### src/rtl/chrono_lap_display.sv
`timescale 1ns/1ps
// chrono_lap_display: debounced-button BCD stopwatch with lap freeze, overflow flag and 7-segment scan.
// Build macro LEADING_ZERO_BLANK_EN blanks leading zero digits at index 3 and above.
module chrono_lap_display #(
  parameter int unsigned CLK_FPGA  = 100000000,
  parameter int unsigned TICK_HZ   = 100,
  parameter int unsigned DIGITS    = 4,
  parameter int unsigned SCAN_HZ   = 1000,
  parameter int unsigned DB_CYCLES = 1000000
) (
  input  logic              clk,
  input  logic              rst,
  input  logic              btn_start_stop,
  input  logic              btn_lap,
  input  logic              btn_clear,
  output logic              running,
  output logic              lap_active,
  output logic              overflow,
  output logic [7:0]        hex_display,
  output logic [DIGITS-1:0] an
);
  localparam int unsigned PRE_MAX  = CLK_FPGA / TICK_HZ - 1;
  localparam int unsigned PRE_W    = $clog2(PRE_MAX + 1);
  localparam int unsigned SCAN_MAX = CLK_FPGA / SCAN_HZ - 1;
  localparam int unsigned SCAN_W   = (SCAN_MAX > 0) ? $clog2(SCAN_MAX + 1) : 1;
  localparam int unsigned DB_W     = (DB_CYCLES > 1) ? $clog2(DB_CYCLES) : 1;
  localparam int unsigned IDX_W    = $clog2(DIGITS);
  localparam int unsigned CNT_W    = DIGITS * 4;
  localparam int unsigned B_SS     = 0;
  localparam int unsigned B_LAP    = 1;
  localparam int unsigned B_CLR    = 2;

  localparam logic [1:0] S_IDLE  = 2'd0;
  localparam logic [1:0] S_RUN   = 2'd1;
  localparam logic [1:0] S_PAUSE = 2'd2;

  logic [2:0]        btn_raw, sync1, sync2, db_lvl, press;
  logic [DB_W-1:0]   db_cnt [3];
  logic [1:0]        state, state_n;
  logic              clear_ev_c, ss_ev_c, lap_ev_c, tick_c, wrap_c, carry;
  logic [PRE_W-1:0]  presc;
  logic [CNT_W-1:0]  count, snapshot, count_inc, disp;
  logic [SCAN_W-1:0] scan_cnt;
  logic [IDX_W-1:0]  scan_idx;
  logic [3:0]        digit;
  logic [6:0]        seg_c;
  logic              dp_n_c, blank;
`ifdef LEADING_ZERO_BLANK_EN
  logic              zero_above;
`endif

  assign btn_raw = {btn_clear, btn_lap, btn_start_stop};

  // Synchronise each button, accept a new level after DB_CYCLES stable cycles, pulse on press
  always_ff @(posedge clk or posedge rst) begin
    if (rst) begin
      sync1  <= '0;
      sync2  <= '0;
      db_lvl <= '0;
      press  <= '0;
      for (int b = 0; b < 3; b++) db_cnt[b] <= '0;
    end else begin
      sync1 <= btn_raw;
      sync2 <= sync1;
      for (int b = 0; b < 3; b++) begin
        press[b] <= 1'b0;
        if (sync2[b] == db_lvl[b]) begin
          db_cnt[b] <= '0;
        end else if (db_cnt[b] == DB_W'(DB_CYCLES - 1)) begin
          db_cnt[b] <= '0;
          db_lvl[b] <= sync2[b];
          press[b]  <= sync2[b];
        end else begin
          db_cnt[b] <= db_cnt[b] + DB_W'(1);
        end
      end
    end
  end

  always_ff @(posedge clk or posedge rst) begin
    if (rst) state <= S_IDLE;
    else     state <= state_n;
  end

  // Event arbitration (clear > start_stop > lap) and next state
  always_comb begin
    clear_ev_c = press[B_CLR] && (state != S_RUN);
    ss_ev_c    = press[B_SS] && !clear_ev_c;
    lap_ev_c   = press[B_LAP] && !clear_ev_c && !press[B_SS];
    tick_c     = (state == S_RUN) && (presc == PRE_W'(PRE_MAX));
    state_n    = state;
    if (clear_ev_c)   state_n = S_IDLE;
    else if (ss_ev_c) state_n = (state == S_RUN) ? S_PAUSE : S_RUN;
  end

  // BCD increment with ripple carry; carry out of the top digit is the wrap
  always_comb begin
    count_inc = count;
    carry     = 1'b1;
    for (int i = 0; i < int'(DIGITS); i++) begin
      if (carry) begin
        if (count[i*4 +: 4] == 4'd9) begin
          count_inc[i*4 +: 4] = 4'd0;
        end else begin
          count_inc[i*4 +: 4] = count[i*4 +: 4] + 4'd1;
          carry = 1'b0;
        end
      end
    end
    wrap_c = carry;
  end

  always_ff @(posedge clk or posedge rst) begin
    if (rst) begin
      running    <= 1'b0;
      lap_active <= 1'b0;
      overflow   <= 1'b0;
      presc      <= '0;
      count      <= '0;
      snapshot   <= '0;
    end else begin
      running <= (state_n == S_RUN);
      if (clear_ev_c) begin
        lap_active <= 1'b0;
        overflow   <= 1'b0;
        presc      <= '0;
        count      <= '0;
        snapshot   <= '0;
      end else begin
        if (state == S_RUN) begin
          if (tick_c) begin
            presc <= '0;
            count <= count_inc;
            if (wrap_c) overflow <= 1'b1;
          end else begin
            presc <= presc + PRE_W'(1);
          end
        end
        if (lap_ev_c) begin
          if (lap_active) begin
            lap_active <= 1'b0;
          end else if (state == S_RUN) begin
            snapshot   <= count;
            lap_active <= 1'b1;
          end
        end
      end
    end
  end

  // Digit select, optional leading-zero blanking, segment and dp decode
  always_comb begin
    disp  = lap_active ? snapshot : count;
    digit = 4'hF;
    blank = 1'b0;
    for (int i = 0; i < int'(DIGITS); i++)
      if (int'(scan_idx) == i) digit = disp[i*4 +: 4];
`ifdef LEADING_ZERO_BLANK_EN
    zero_above = 1'b1;
    for (int i = int'(DIGITS) - 1; i >= 0; i--) begin
      zero_above = zero_above && (disp[i*4 +: 4] == 4'd0);
      if ((i >= 3) && (int'(scan_idx) == i) && zero_above) blank = 1'b1;
    end
`endif
    seg_c = 7'h7F;
    case (digit)
      4'd0: seg_c = 7'h40;
      4'd1: seg_c = 7'h79;
      4'd2: seg_c = 7'h24;
      4'd3: seg_c = 7'h30;
      4'd4: seg_c = 7'h19;
      4'd5: seg_c = 7'h12;
      4'd6: seg_c = 7'h02;
      4'd7: seg_c = 7'h78;
      4'd8: seg_c = 7'h00;
      4'd9: seg_c = 7'h10;
      default: seg_c = 7'h7F;
    endcase
    if (blank) seg_c = 7'h7F;
    dp_n_c = !((DIGITS >= 3) && (int'(scan_idx) == 2));
  end

  // Scan timer and registered anode/segment drive
  always_ff @(posedge clk or posedge rst) begin
    if (rst) begin
      scan_cnt    <= '0;
      scan_idx    <= '0;
      an          <= '1;
      hex_display <= 8'hFF;
    end else begin
      if (scan_cnt == SCAN_W'(SCAN_MAX)) begin
        scan_cnt <= '0;
        scan_idx <= (scan_idx == IDX_W'(DIGITS - 1)) ? '0 : scan_idx + IDX_W'(1);
      end else begin
        scan_cnt <= scan_cnt + SCAN_W'(1);
      end
      an          <= ~(DIGITS'(1) << scan_idx);
      hex_display <= {dp_n_c, seg_c};
    end
  end

endmodule

### config.mk
export PLATFORM = sky130hd
export DESIGN_NAME = chrono_lap_display
export DESIGN_NICKNAME = d
export VERILOG_FILES = /design/src/rtl/chrono_lap_display.sv
export SDC_FILE = /design/constraint.sdc
export NUM_CORES = 1
export LEC_CHECK = 0
export CORE_MARGIN = 2
export CORE_UTILIZATION = 39
export DETAILED_ROUTE_END_ITERATION = 10
export PLACE_DENSITY = 0.55
export SLEW_MARGIN = 20
export SYNTH_ARGS = -nofsm -noshare
export SYNTH_HDL_FRONTEND = slang
export SYNTH_SLANG_ARGS = --single-unit
### constraint.sdc
create_clock -name clk -period 4.6 [get_ports clk]
set_clock_uncertainty 0.1 [all_clocks]
set_input_delay 0.46 -clock clk [delete_from_list [all_inputs] [get_ports clk]]
set_output_delay 0.46 -clock clk [all_outputs]
set_load 0.02 [all_outputs]
==> impl_results.md, run 1 <==
- RSZ-0062 raised after global routing: no
- Post-synth ARST share: 100%
- Clock Path Buffers: 2
- Simple-gate share of the synthesized area: between 20 and 25%
- Via Count: 5,574
- Final net count: about 800
- Cell Area, Synth: between 0.007 and 0.008 sq mm
- TNS Setup: 0 ns
- Met2 WL post-DR: between 7 and 8 mm
- Row count: between 50 and 60
- Critical path peak fanout: 19
- Syn_nets: about 800
- DR WL met3: between 300 and 400 um
- First-pass GRT wire length: 26.6 mm
- Crit. End Element: register
- Placement Setup Slack: approximately 1.9 ns
- FF-to-FF setup slack: ~1.8 ns
- Post-route clock period utilization: approximately three fifths
- Pwr/cell area: 329 mW/mm^2
- Antenna diodes: 0
- Relative slew margins: about two fifths
- Placer Congestion: 0.805
- Type of origin of the critical path: register
- Max-cap violations: 0
- Most frequent cells in the layout: dfrtp_1 (148), nor2_1 (102), nand2_1 (81)
- Yosys reg bits: ~160
- Hold Fails Final Rpt: 0
- WL met1: between 7 and 8 mm
- Cts repair resizes: 0
- Post-synthesis sequential area ratio: between 50% and 60%
- WHS Endpoint: sync2[0]$_DFF_PP0_
- I/O pin count: 20
- Share of cells above drive strength 1: a little under a tenth
- Final min period: 2.76 ns
- Die width: 146 um
- Hold Crit Depth: 0
- Core box area: 0.0196 sq mm
- Post-synthesis compound-gate area fraction: approximately 7.6%
- Starting Density: roughly two fifths
- Max Fclk: around 360 MHz
- Most common cell after layout, fill and taps aside: dfrtp_1
- Drt total wl: between 15 and 20 mm
- Vias in the first global route: roughly 5,500
- Yosys top cell area share: a little under half
- CTS Root Cell: clkbuf_16
- CTS sink count: approximately 160
- Clock slew at reported path FFs: about 0.06 ns
- EDFF count, synth: 0
- Via density per instance: ~5.2
- Worst R2R End: hex_display[6]$_DFF_PP1_
- Synth area leader: dfrtp_1
- Post-synthesis mux area share: under 10%
- Reg-to-Reg Start: lap_active$_DFFE_PP0P_
- Highest routed layer: met4
- Clk_lat worst skew: between 0.4 and 0.5 ns
- Placed wire-length estimate: ~10 mm
- Pre-Repair DR Iteration Count: 5
- DR iter-0 viols: 295
- Delay of the slowest critical-path stage: 0.93 ns
- Hold Startpoint: sync1[0]$_DFF_PP0_
- Peak supply drop: ~0.24 mV
- Largest net degree at the start of global routing: 88
- Congestion Overflow GR: 0
- Prevailing post-synth register cell: dfrtp_1
- DIE HEIGHT: 146 um
- Hold Path Class: register to register
- # fillers: 1,852
- CTS buffer count: 17
- Initial antenna violation count: 0
- Hold buffer count at CTS: 0
- Synth Instances: approximately 770
- Footprint of the multi-input gates: between 0.003 and 0.004 sq mm
- DRC: 0
- Critical Path RT: roughly 4.8 ns
- Yosys Warn Count: 0
- Leak: about 0.0038 uW
- Area Growth Syn to Fin: 13.4%
- Synthesized area per cell: around 10 sq um
- Xor/xnor share of the synthesized area: a little under 9%
- Leading post-synthesis cells by cell area: dfrtp_1 (47%), xor2_1 (5.1%), nor2_1 (4.9%), nand2_1 (3.9%), dfstp_2 (3.7%)
- ANT nets after route: 0
- Status: complete, no violations
- Htree depth: 4
- Die Area: roughly 0.021 sq mm
- Adder-cell share of the synthesized area: under 10%
- Final WS setup: between 1.5 and 2 ns
- Max-slew violation count: 0
- FF/Latch Area: roughly 0.004 sq mm
- Routed len/inst: 14.2 um
- CTS tree: done
- Tightest Pin Transition: between 0.8 and 0.9 ns
- Slowest cell on crit path: dfrtp_1
- Crit path kind: register to register
- Main combinational cell family by area after synthesis: simple AND/OR/NAND/NOR gates
- Critical path data arrival time: about 3.0 ns
- Setup Viol. Count Final: 0
- R2r worst-path depth: 7
- Total setup buffers inserted after CTS: 0
- Cell chain of the critical path: mux2i_1, a221oi_1, a2bb2oi_2, ha_1, inv_1, mux2_1, a21oi_1
- IO buf count: 19
- Distinct cells, synth: just under 70
- GRT Total Usage: ~15%
## registers in the layout, summed over array words and instances, names as in the netlist
| signal | flops |
|---|---|
| hex_display | 7 |
| count | 16 |
| scan_cnt | 17 |
| presc | 20 |
| running | 1 |
| db_lvl | 3 |
| sync1 | 3 |
| snapshot | 16 |
| overflow | 1 |
| sync2 | 3 |
| lap_active | 1 |
| scan_idx | 2 |
| state | 2 |
| press | 3 |
| an | 4 |
| db_cnt | 60 |
## final cells by class
type,count,share of cell area (%)
Tap cell,265,3.74
Timing Repair Buffer,24,2.71
Sequential cell,159,45.0
Clock inverter,12,1.79
Inverter,23,1.01
Clock buffer,20,5.03
Multi-Input combinational cell,565,40.7
## power breakdown
| group | leakage, uW | total [uW] | switching [uW] | internal [uW] |
|---|---|---|---|---|
| clock | 0.000279 | 1450 | 578 | 872 |
| combinational | 0.00136 | 53.0 | 40.3 | 12.7 |
| sequential | 0.00215 | 1420 | 8.61 | 1410 |
| total | 0.00379 | 2920 | 627 | 2290 |
## per-layer routing
layer  vias to the layer above  global-route usage [%]
met5                         -                       0
met4                         0                    5.74
met3                        17                    2.85
met2                        61                    24.4
met1                      2769                    20.2
li1                       2727                       -
## metrics by stage
stage / cell area (sq um) / utilization [%] / hold slack, ns / total power, uW / instances
finish: 8880 / 45.3 / 0.238 / 2920 / 1068
global placement: 8270 / 42.2 / 0.235 / 1500 / 1036
detailed placement: 8270 / 42.2 / 0.236 / 1500 / 1036
global route: 8880 / 45.3 / 0.242 / 3030 / 1068
floorplan: 7830 / - / 0.231 / 1480 / 771
CTS: 8880 / 45.3 / 0.241 / 2960 / 1068
## how the worst max path moves through the flow
stage,endpoint,slack (ns),from
6_report,hex_display[6]$_DFF_PP1_,1.84,lap_active$_DFFE_PP0P_
5_1_grt,hex_display[6]$_DFF_PP1_,1.61,lap_active$_DFFE_PP0P_
4_1_cts,hex_display[6]$_DFF_PP1_,1.87,lap_active$_DFFE_PP0P_
3_5_place_dp,hex_display[6]$_DFF_PP1_,1.86,lap_active$_DFFE_PP0P_
3_3_place_gp,hex_display[6]$_DFF_PP1_,2.01,lap_active$_DFFE_PP0P_
2_1_floorplan,count[0]$_DFFE_PP0P_,2.03,rst
## logic make-up (layout without fill, tap and decap cells)
family	Yosys count	count (layout)
xor+xnor	79	79
flops	159	159
fa+ha+maj	18	18
buf+inv	47	79
compound gates	87	87
mux	28	28
simple gates	353	353
## worst max-delay path, delay by kind of cell, from the launching register on
family          cells  cell delay, ns
compound gates      3            0.91
buf+inv             1            0.05
fa+ha+maj           1            0.21
mux                 2            0.49
flops               1            0.93
## synthesized netlist by cell type, types with 3 or more instances
master    number
and4_1         7
and2_1         3
nand4_1       23
buf_4          4
nand2_1       81
mux2_1         3
and3_1        17
o21ai_0       28
buf_2          5
or3_1          6
a21o_1         4
xor2_1        46
nor3b_1        4
dfrtp_1      148
nand3b_1       5
nor4_1        11
ha_1          18
clkbuf_1      12
nor2b_1        6
nor2_1       102
a22o_1         5
dfstp_2       11
nor2_2         4
o21ai_1        5
a221oi_1       3
a21oi_1       15
nor4b_1        4
o31ai_1        6
or4_1          8
nand3_1       41
xnor2_1       33
mux2i_1       18
mux2_2         7
inv_1         23
nor3_1        15
Note: power is estimated with default switching activity, not from simulation.
==> run 2, diff against run 1 <==
Settings changed: PLACE_DENSITY 0.55 to 0.53.
Clock period 4.6 ns to 2.85 ns, I/O delays scaled along.
==> run 2 against run 1 <==
  * Sequential power increased by 61%
  * Utilization rose by 0.23 points
  * Worst hold slack got worse by 0.028 ns
  * Non-clock buffer count is 7 higher
  * Sequential share of layout area down 0.23 points
  * Global-route usage increased by 0.27 points
  * Die area unchanged
  * Clock power up 54%
  * Clock-buffer cell count up 6
  * Flip-flop and latch count is the same
  * Fmax is 11% higher
  * Critical path type unchanged
==> impl_results.md, run 2 (synthesis gave the netlist of run 1 again) <==
- Status: complete, no violations
- Setup Viol. Count Final: 0
- Row count: just over 50
- Congestion Overflow GR: 0
- Max-slew violation count: 0
- Max-cap violations: 0
- Tightest Pin Transition: approximately 0.92 ns
- Core box area: approximately 0.020 sq mm
- CTS sink count: about 160
- Antenna diodes: 0
- Clock slew at reported path FFs: 0.06 ns
- GRT Total Usage: about 15%
- R2r worst-path depth: 9
- I/O pin count: 20
- ANT nets after route: 0
- Routed len/inst: 14.3 um
- Via Count: between 5,000 and 6,000
- Die Area: between 0.02 and 0.025 sq mm
- CTS buffer count: 17
- Crit path kind: register to register
- # fillers: 1,799
- DRC: 0
- CP Buf/Inv Count: 2
- Starting Density: approximately 40%
- Crit-path leading delay family: compound AO/OA/AOI/OAI gates
- Max Fclk: a little over 400 MHz
- Initial antenna violation count: 0
- Peak supply drop: between 0.3 and 0.4 mV
- CTS tree: done
- Footprint of the multi-input gates: between 0.003 and 0.004 sq mm
- Htree depth: 4
- Clk_lat worst skew: 0.42 ns
- First-pass GRT wire length: approximately 27 mm
- FF-to-FF setup slack: roughly 0.37 ns
- Delay of the slowest critical-path stage: ~0.4 ns
- FF/Latch Area: 0.00399 sq mm
- Critical Path RT: 3.10 ns
- RSZ-0062 raised after global routing: no
- TNS Setup: 0 ns
- Die width: between 100 and 150 um
- Final net count: 820
- Final min period: around 2.5 ns
- Total setup buffers inserted after CTS: 0
- Relative slew margins: around two fifths
- Pre-Repair DR Iteration Count: 4
- Worst R2R End: hex_display[6]$_DFF_PP1_
- Drt total wl: roughly 15 mm
- Via density per instance: approximately 5.1
- Inst Count DP: roughly 1,000
- Cell chain of the critical path: inv_1, ha_1, nor2b_1, a221oi_1, a2bb2oi_2, ha_1, inv_1, mux2_1, a21oi_1
- Post-route clock period utilization: between 80 and 90%
- IO buf count: 19
- Pwr/cell area: 516 mW/mm^2
- Max reg flops: 60
- Non-filler cells, final: between 1,000 and 1,500
- Hold Path Class: input pin to async pin
- Reg-to-Reg Start: scan_idx[1]$_DFFE_PP0N_
- Slowest cell on crit path: dfrtp_1
- Critical path peak fanout: 8
- Hold Fails Final Rpt: 0
- Critical path data arrival time: between 2 and 3 ns
- DR iter-0 viols: about 330
- Most common cell after layout, fill and taps aside: dfrtp_1
- CTS Root Cell: clkbuf_16
- Placed wire-length estimate: between 10 and 15 mm
- Cts repair resizes: 0
- Share of cells above drive strength 1: 9.75%
- Largest regs: db_cnt (60), presc (20), scan_cnt (17)
- Clock Path Buffers: 2
- Most frequent cells in the layout: dfrtp_1 (148), nor2_1 (102), nand2_1 (81)
- Biggest register: db_cnt
- Area Growth Syn to Fin: 14.0%
- Placer Congestion: a little under 0.8
- Hold buffer count at CTS: 0
- Largest net degree at the start of global routing: just under 60
- DIE HEIGHT: 146 um
- Type of origin of the critical path: register
- Leak: ~0.0038 uW
- Crit. End Element: register
- Vias in the first global route: 5,401
run 2: worst max-delay path by stage:
stage	endpoint	slack, ns	depth (start not counted)	start
floorplan	count[0]$_DFFE_PP0P_	0.46	1	rst
global placement	hex_display[6]$_DFF_PP1_	0.54	9	scan_idx[0]$_DFFE_PP0N_
detailed placement	hex_display[6]$_DFF_PP1_	0.45	9	scan_idx[1]$_DFFE_PP0N_
CTS	hex_display[6]$_DFF_PP1_	0.37	9	scan_idx[1]$_DFFE_PP0N_
global route	hex_display[6]$_DFF_PP1_	0.16	9	scan_idx[1]$_DFFE_PP0N_
finish	hex_display[6]$_DFF_PP1_	0.37	9	scan_idx[1]$_DFFE_PP0N_
run 2: routing by layer:
| layer | global-route usage [%] | share of wire (%) | up-vias |
|---|---|---|---|
| met2 | 23.4 | 47 | 76 |
| met4 | 4.90 | 0.38 | 0 |
| met1 | 21.8 | 50 | 2686 |
| met5 | 0 | 0 | - |
| met3 | 3.51 | 2.5 | 5 |
| li1 | - | - | 2739 |
run 2: area by class of cell:
class                   count  area share [%]
flip-flops and latches    159            44.8
inverters                  23            1.01
repair buffers             31            3.42
clock buffers              26            6.10
clock inverters             6           0.463
well taps                 265            3.72
multi-input cells         565            40.5
run 2: worst register-to-register path: stages, from the launching register on:
cell and delay (ns):
dfrtp_1 0.41, inv_1 0.09, ha_1 0.28, nor2b_1 0.13
a221oi_1 0.38, a2bb2oi_2 0.34, ha_1 0.20, inv_1 0.05
mux2_1 0.28, a21oi_1 0.15
run 2: through the flow:
step	cell area, sq um	hold WS (ns)	setup slack (ns)	power (uW)	util (%)
after floorplan	7830	0.216	0.459	2390	-
after global placement	8340	0.237	0.545	2420	42.5
after detailed placement	8340	0.243	0.452	2420	42.5
after CTS	8920	0.192	0.368	4670	45.5
after global routing	8920	0.196	0.157	4790	45.5
final	8920	0.209	0.371	4610	45.5
run 2: report_power, final:
group          leakage [uW]  switching [uW]  internal [uW]
clock              0.000277             905           1320
combinational       0.00140            66.4           23.3
sequential          0.00215            14.0           2270
total               0.00383             986           3620
==> run 3, diff against run 2 <==
Settings changed: CORE_MARGIN 2 to default, SKIP_CTS_REPAIR_TIMING from default to 1.
==> run 3 against run 2 <==
  * First-iteration DRC count down 16%
  * Clock-buffer cell count is 6 lower
  * Critical path depth is the same
  * Total power grew 3.0%
  * Die area is 2.7% lower
==> impl_results.md, run 3 (synthesis gave the netlist of run 1 again) <==
- Status: complete, no violations
- Critical Path RT: around 3.1 ns
- Met2 Track Usage GR: roughly a quarter
- Congestion Overflow GR: 0
- Vias in the first global route: between 5,000 and 6,000
- Core box area: 0.0196 sq mm
- Type of origin of the critical path: register
- DRC: 0
- Met3 Use GR: about 3.6%
- CTS Root Cell: clkbuf_16
- Final net count: 819
- # fillers: around 1,800
- Placed wire-length estimate: ~10 mm
- Max Fclk: slightly above 400 MHz
- Relative slew margins: 49.5%
- Peak supply drop: between 0.3 and 0.4 mV
- Biggest register: db_cnt
- Pwr/cell area: approximately 530 mW/mm^2
- Slowest cell on crit path: dfrtp_1
- Area Growth Syn to Fin: 14.2%
- ANT nets after route: 0
- Placer Congestion: 0.799
- Starting Density: approximately 40%
- Final min period: approximately 2.5 ns
- IO buf count: 19
- Die width: approximately 140 um
- Via density per instance: 5.11
- CTS tree: done
- I/O pin count: 20
- Htree depth: 4
- Hold Fails Final Rpt: 0
- TNS Setup: 0 ns
- Max reg flops: 60
- Initial antenna violation count: 0
- Max-cap violations: 0
- Total power: about 4700 uW
- Setup Viol. Count Final: 0
- Max-slew violation count: 0
- Share of cells above drive strength 1: 10.1%
- Via Count: roughly 5,500
- Most common cell after layout, fill and taps aside: dfrtp_1
- Drt total wl: between 15 and 20 mm
- CP Buf/Inv Count: 2
- Tightest Pin Transition: 0.758 ns
- Crit. End Element: register
- Crit path kind: register to register
- Met1 usage: 21.2%
- GRT Total Usage: between 10% and 20%
- CTS sink count: between 150 and 200
- Antenna diodes: 0
- Pre-Repair DR Iteration Count: 4
- CTS buffer count: 17
- Clk_lat worst skew: roughly 0.43 ns
- Row count: between 50 and 60
- Delay of the slowest critical-path stage: approximately 0.4 ns
- DR iter-0 viols: about 270
- RSZ-0062 raised after global routing: no
- Hold Path Class: input pin to register
- Footprint of the multi-input gates: approximately 0.0036 sq mm
- Clock Path Buffers: 2
- Die Area: between 0.02 and 0.025 sq mm
- Routed len/inst: ~14 um
- FF/Latch Area: ~0.004 sq mm
- Design Area, Final: around 0.0089 sq mm
- Cell chain of the critical path: inv_1, ha_1, nor2b_1, a221oi_1, a2bb2oi_2, ha_1, inv_1, mux2_1, a21oi_1
- Dpl cell area: 0.00833 sq mm
- Clock slew at reported path FFs: 0.06 ns
- Crit-path leading delay family: compound AO/OA/AOI/OAI gates
- Post-route clock period utilization: 86.0%
- Largest net degree at the start of global routing: 93
- Leak: 0.00384 uW
- DIE HEIGHT: about 140 um
- Most frequent cells in the layout: dfrtp_1 (148), nor2_1 (102), nand2_1 (81)
- Largest regs: db_cnt (60), presc (20), scan_cnt (17)
- Critical path peak fanout: 6
- First-pass GRT wire length: between 20 and 30 mm
- GR peak layer: met2
- Critical path data arrival time: about 2.7 ns
[run 3: changes by cell type in the layout (fill, tap and decap cells not counted), sizes merged]
cell | previous run | this run
clkbuf | 26 | 20
bufinv | 0 | 3
clkinv | 2 | 4
buf | 12 | 11
inv | 23 | 24
[run 3: metal layers]
layer	routed length, um	vias to the layer above
li1	-	2742
met1	7330	2667
met2	7300	69
met3	384	14
met4	212	0
met5	0	-
[run 3: report_power, final]
part	total [uW]	leakage, uW	switching, uW	internal, uW
Sequential	2290	0.00215	13.6	2270
Combinational	88.4	0.00140	66.0	22.4
Clock	2370	0.000293	943	1430
[run 3: worst paths after layout]
check,from,endpoint,slack (ns),cells after the start
hold / removal,btn_lap,sync1[1]$_DFF_PP0_,0.19,1
min in group asynchronous,rst,db_cnt[53]$_DFF_PP0_,0.23,3
setup reg to reg,scan_idx[1]$_DFFE_PP0N_,hex_display[6]$_DFF_PP1_,0.40,9
hold reg to reg,sync1[1]$_DFF_PP0_,sync2[1]$_DFF_PP0_,0.25,0
setup / recovery,scan_idx[1]$_DFFE_PP0N_,hex_display[6]$_DFF_PP1_,0.40,9
max in group asynchronous,rst,db_cnt[10]$_DFF_PP0_,1.97,3
[run 3: layout make-up]
type / count / share of cell area [%]
Sequential cell: 159 / 44.6
Inverter: 23 / 1.01
Tap cell: 265 / 3.71
Timing Repair Buffer: 30 / 3.33
Clock inverter: 12 / 1.76
Clock buffer: 20 / 5.11
Multi-Input combinational cell: 565 / 40.4
[run 3: metrics by stage]
| stage | setup WS [ns] | instances | utilization, % | hold WS (ns) |
|---|---|---|---|---|
| after floorplan | 0.459 | 771 | - | 0.216 |
| after detailed placement | 0.378 | 1042 | 42.5 | 0.236 |
| after global placement | 0.504 | 1042 | 42.5 | 0.235 |
| final | 0.399 | 1074 | 45.6 | 0.193 |
| after CTS | 0.386 | 1074 | 45.6 | 0.173 |
| after global routing | 0.146 | 1074 | 45.6 | 0.186 |
